--- src/rtl/fifo_udp_burst_reader.sv ---
// Read-side consumer for the camera FIFO: launches one UDP packet per PKT_LEN bytes,
// drains the FIFO on UDP byte requests, and flushes a short remainder after frame_end.
module fifo_udp_burst_reader #(
    parameter int RD_DEPTH_WIDTH = 11,
    parameter int PKT_LEN        = 1024,
    parameter int GAP_CYCLES     = 16
) (
    input  logic                    rclk,
    input  logic                    rrst_n,
    input  logic [RD_DEPTH_WIDTH:0] rd_water_level,
    input  logic                    rempty,
    input  logic [7:0]              rd_data,
    output logic                    r_en,
    input  logic                    frame_end,
    output logic                    tx_start_en,
    output logic [15:0]             tx_byte_num,
    input  logic                    tx_req,
    output logic [7:0]              tx_data,
    input  logic                    tx_done,
    output logic                    busy,
    output logic                    err_underflow,
    output logic [15:0]             pkt_cnt
);
    localparam int CW = RD_DEPTH_WIDTH + 1;
    localparam logic [CW-1:0] FULL_LEN = CW'(PKT_LEN);
    localparam int GW = (GAP_CYCLES > 1) ? $clog2(GAP_CYCLES) : 1;
    localparam logic [GW-1:0] GAP_LAST = GW'((GAP_CYCLES > 0) ? GAP_CYCLES - 1 : 0);

    typedef enum logic [1:0] {IDLE, START, SEND, GAP} state_t;

    state_t          state_reg, state_next;
    logic [CW-1:0]   len_reg, len_next;
    logic [CW-1:0]   byte_cnt_reg, byte_cnt_next;
    logic            flush_pend_reg, flush_pend_next;
    logic            is_flush_reg, is_flush_next;
    logic [GW-1:0]   gap_cnt_reg, gap_cnt_next;
    logic            err_reg, err_next;
    logic [15:0]     pkt_cnt_reg, pkt_cnt_next;
    logic            bytes_left;

    always_ff @(posedge rclk or negedge rrst_n) begin
        if (!rrst_n) begin
            state_reg      <= IDLE;
            len_reg        <= '0;
            byte_cnt_reg   <= '0;
            flush_pend_reg <= 1'b0;
            is_flush_reg   <= 1'b0;
            gap_cnt_reg    <= '0;
            err_reg        <= 1'b0;
            pkt_cnt_reg    <= '0;
        end else begin
            state_reg      <= state_next;
            len_reg        <= len_next;
            byte_cnt_reg   <= byte_cnt_next;
            flush_pend_reg <= flush_pend_next;
            is_flush_reg   <= is_flush_next;
            gap_cnt_reg    <= gap_cnt_next;
            err_reg        <= err_next;
            pkt_cnt_reg    <= pkt_cnt_next;
        end
    end

    assign bytes_left = (byte_cnt_reg < len_reg);

    always_comb begin
        state_next      = state_reg;
        len_next        = len_reg;
        byte_cnt_next   = byte_cnt_reg;
        flush_pend_next = flush_pend_reg;
        is_flush_next   = is_flush_reg;
        gap_cnt_next    = gap_cnt_reg;
        err_next        = err_reg;
        pkt_cnt_next    = pkt_cnt_reg;
        r_en            = 1'b0;
        tx_start_en     = 1'b0;

        case (state_reg)
            IDLE: begin
                // A full payload always takes priority; the flush stays pending behind it.
                if (rd_water_level >= FULL_LEN) begin
                    len_next      = FULL_LEN;
                    is_flush_next = 1'b0;
                    state_next    = START;
                end else if (flush_pend_reg && (rd_water_level != '0)) begin
                    len_next      = rd_water_level;
                    is_flush_next = 1'b1;
                    state_next    = START;
                end else if (flush_pend_reg) begin
                    flush_pend_next = 1'b0;
                end
            end
            START: begin
                tx_start_en   = 1'b1;
                byte_cnt_next = '0;
                state_next    = SEND;
            end
            SEND: begin
                r_en = tx_req & ~rempty & bytes_left;
                if (r_en)
                    byte_cnt_next = byte_cnt_reg + 1'b1;
                if (tx_req && rempty && bytes_left)
                    err_next = 1'b1;
                if (tx_done) begin
                    pkt_cnt_next = pkt_cnt_reg + 16'd1;
                    gap_cnt_next = '0;
                    if (is_flush_reg)
                        flush_pend_next = 1'b0;
                    if (GAP_CYCLES == 0)
                        state_next = IDLE;
                    else
                        state_next = GAP;
                end
            end
            GAP: begin
                if (gap_cnt_reg == GAP_LAST)
                    state_next = IDLE;
                else
                    gap_cnt_next = gap_cnt_reg + 1'b1;
            end
            default: state_next = IDLE;
        endcase

        // A new frame end overrides any clear in the same cycle.
        if (frame_end)
            flush_pend_next = 1'b1;
    end

    assign tx_byte_num   = 16'(len_reg);
    assign tx_data       = rd_data;
    assign busy          = (state_reg != IDLE);
    assign err_underflow = err_reg;
    assign pkt_cnt       = pkt_cnt_reg;

endmodule

--- config.mk ---
export PLATFORM = sky130hd
export DESIGN_NAME = fifo_udp_burst_reader
export DESIGN_NICKNAME = d
export VERILOG_FILES = /design/src/rtl/fifo_udp_burst_reader.sv
export SDC_FILE = /design/constraint.sdc
export NUM_CORES = 1
export LEC_CHECK = 0
export CAP_MARGIN = 20
export CELL_PAD_IN_SITES_DETAIL_PLACEMENT = 1
export CELL_PAD_IN_SITES_GLOBAL_PLACEMENT = 2
export CORE_ASPECT_RATIO = 0.7
export CORE_MARGIN = 8
export CORE_UTILIZATION = 32
export DETAILED_ROUTE_END_ITERATION = 12
export PLACE_DENSITY_LB_ADDON = 0.1
export SKIP_LAST_GASP = 1
export SLEW_MARGIN = 20
export SYNTH_ARGS = -nofsm -noshare
export SYNTH_HDL_FRONTEND = slang
export SYNTH_SLANG_ARGS = --single-unit
--- constraint.sdc ---
create_clock -name rclk -period 6.1 [get_ports rclk]
set_clock_uncertainty 0.05 [all_clocks]
set_input_delay 0.61 -clock rclk [delete_from_list [all_inputs] [get_ports rclk]]
set_output_delay 0.61 -clock rclk [all_outputs]
set_load 0.01 [all_outputs]
==> summary by stage <==
Global routing
Global routing used between 10% and 20% of the available met2 tracks. After global routing the overflow that remains totals 0. Entering global routing, the biggest net connects 50 pins. The number of global-route vias before repair was 2,358. In the global route stage, met1 resource usage came out at a little under a fifth. For this run, the total global-route usage over all layers was measured as around an eighth. The global routing usage on met3 is 4.195%. The initial antenna violation count was 0. In this run the most used layer during global routing was met2. The first-pass GRT wire length is ~12 mm.

Logic synthesis
Sorting the synthesized cells by area gives the leading types as dfrtp_1 44%, ha_1 8.0%, nand2_1 5.6%. The count of mapped cells out of synthesis is about 300. Among all flip-flop cells after synthesis, the most frequent one is dfrtp_1.

The count of cell types in the netlist is 40. Counting flops with a built-in enable in the synthesized netlist gives 0. The proportion of netlist area held by the largest area contributor is 43.75%.

In the synthesized netlist the async set-or-reset flop fraction comes to 100.0%. The post-synthesis instance area is 0.002803 mm2. The synthesized design spends more area on one cell type than any other, namely dfrtp_1. The number of warnings issued by yosys is 0. In this run, synthesis produced a sequential element count of 49. The per-instance average area after synthesis is around 9.4 um2. Sequential cells were found to cover approximately 44% of the synthesized design area.

Floorplanning
The core region is between 0.008 and 0.009 mm2. The die is 94.30 um tall. The initialized floorplan defines 28 standard-cell rows. The starting utilization of the core area is 33.06%.

The number of I/O pins is 70. The die covers 0.01206 mm2. From left edge to right edge, the die measures roughly 130 um.

Finish
The number of inserted diodes is 0. The layout has roughly 1,000 filler cells. Once layout is done, the placed cells without fillers occupy ~0.0035 mm2. The fraction of final layout cells with drive strength greater than 1 is between 5 and 6%. The post-synthesis to final-layout area growth is 23.71%. The register with the most flip-flops in the layout has 16 of them.

The most common cell after layout, fill and taps aside is dfrtp_1. In the layout the commonest cells are 49 x dfrtp_1, 48 x clkdlybuf4s50_1, 42 x nand2_1, 21 x inv_1, 18 x ha_1. For this run, the post-layout net count is ~380.

Critical path
Of all nets on the critical path, the largest fanout is 15. The kind of critical path is register to output port. The critical path data required time is about 5.4 ns. The arrival time of the worst setup path is ~3.2 ns.

The setup check on the worst reg-to-reg path leaves a slack of 3.18 ns. The worst register-to-register path has a depth of 7. The worst setup path is captured at an output port. The type of element launching the critical path is a register.

Drt
The via density per instance is 4.715. In the final routed layout, each cell accounts on average for about 16 um. The number of DRC markers in iteration 0 is between 60 and 70.

The remaining routing DRC violations is 0. The first-pass detailed-route iteration total is 4. The detail route stage leaves a number of antenna-violating nets equal to 0. Wires add up to 7.298 mm. The total number of vias is between 2,000 and 2,500.

Placement
Detailed placement ended at an HPWL of 5.601 mm. After detailed placement, the total cell area comes to between 0.003 and 0.004 mm2. The final weighted congestion of routability-driven global placement is between 0.7 and 0.8. The port buffer count is 49.

CTS
The clock passes through at most 2 buffers. Clock tree synthesis selected as its root buffer the cell clkbuf_16. The count of hold buffers inserted by post-cts repair is 0. The total number of H-tree levels is 2. The clock-pin slew on the worst setup and hold paths is around 0.070 ns. The number of clock sinks is just under 50. TritonCTS built the clock tree. The number of buffers inserted to repair setup after CTS is 0. The number of clock buffers inserted by TritonCTS is 5.

The count of instances resized after the clock tree is built is 0. Clock latency on the worst-skew pair, taken at its later pin, is roughly 0.29 ns.

Power and ir drop
Dividing total power by cell area gives a power density of about 380 mW/mm2. For this design the static power due to leakage is 1.618 nW. The sum of internal, switching and leakage power is around 0.0013 W. Across the VDD grid, the largest voltage drop is between 200 and 250 uV.

Timing
Setup repair after global routing left no endpoint under its margin. The routed design could run at a clock period as short as 3.889 ns. The total negative slack for setup checks is 0 ns. For this run, the top clock speed supported by timing is between 200 and 300 MHz.

At the pin with the least slew margin, the transition time is between 0.8 and 0.9 ns. Setup violations remaining at the end of the flow were counted as 0. The headroom to the max-slew limit is a little under half. The final number of max-transition violations is 0. The number of hold violations in the final report is 0. The worst path uses 63.75% of the clock period.

Outcome
The flow ran to the end, and the final reports show no timing, DRC or antenna violations.

Hold path
The tightest min-delay check is of the primary input to async pin type.

Run
The count of maximum capacitance violations is 0.
[synthesized netlist by cell type (2+ instances only)]
library cell / n
a211o_1: 3
a211oi_1: 3
a21o_1: 6
a21oi_1: 14
and2_1: 4
and3_1: 13
and4_1: 2
buf_4: 12
clkbuf_1: 5
dfrtp_1: 49
ha_1: 18
inv_1: 21
mux2_2: 2
mux2i_1: 10
nand2_1: 42
nand2b_1: 2
nand3_1: 13
nand4_1: 8
nor2_1: 15
nor3_1: 3
nor3b_1: 2
nor4_1: 3
o21ai_0: 17
xnor2_1: 10
xor2_1: 5
[where the power goes]
group          total (W)  switching [W]  leakage, nW  internal (W)
sequential      0.000506      0.0000936        0.640      0.000413
clock           0.000274       0.000123       0.0696      0.000151
combinational   0.000553       0.000302        0.908      0.000251
total            0.00133       0.000518         1.62      0.000815
[critical path: stages, from the launching register on]
cell	delay [ns]
dfrtp_1	0.42
ha_1	0.31
a21o_1	0.20
a21o_1	0.20
a2111oi_4	0.58
and2_1	0.58
clkdlybuf4s50_1	0.65
[per-layer routing]
layer	up-vias	wire length, um
met3	11	406
met1	1036	3840
met4	0	69
li1	1086	-
met2	31	2981
met5	-	0
[through the flow]
stage	setup slack, ns	utilization [%]	hold slack, ns	std cells
detailed placement	2.571	39.21	0.4170	451
global route	2.026	40.89	0.4362	459
floorplan	3.434	-	0.2644	300
global placement	2.648	39.21	0.4114	451
CTS	2.246	40.89	0.4204	459
finish	2.211	40.89	0.3663	459
[cells by family (layout without fill, tap and decap cells)]
| logic type | Yosys count | in the layout | synth area share [%] |
|---|---|---|---|
| AND/OR/NAND/NOR | 111 | 111 | 19.55 |
| AO/OA/AOI/OAI | 50 | 50 | 11.65 |
| flip-flops | 49 | 49 | 43.75 |
| buffers and inverters | 41 | 80 | 7.813 |
| adder cells (fa/ha/maj) | 18 | 18 | 8.036 |
| XOR/XNOR | 15 | 15 | 4.687 |
| multiplexers | 12 | 12 | 4.375 |
| other | 1 | 4 | 0.1338 |
[layout make-up]
type                    count  area [um2]  area share (%)
repair buffers             51       500.5           14.44
flip-flops and latches     49        1226           35.37
well taps                 120       150.1           4.331
clock inverters             3       17.52          0.5052
clock buffers               5       125.1           3.609
multi-input cells         210        1369           39.48
inverters                  21       78.83           2.274
[path summary, 6_finish.rpt]
| check | start | to |
|---|---|---|
| worst max-delay path | byte_cnt_reg[9] | r_en |
| worst min-delay path | rrst_n | len_reg[2] |
| worst max register to register | byte_cnt_reg[9] | byte_cnt_reg[11] |
| worst min register to register | pkt_cnt[15] | pkt_cnt[15] |
| max in group asynchronous | rrst_n | err_underflow |
| min in group rclk | pkt_cnt[15] | pkt_cnt[15] |
No activity file was read; power rests on OpenSTA's default activity.
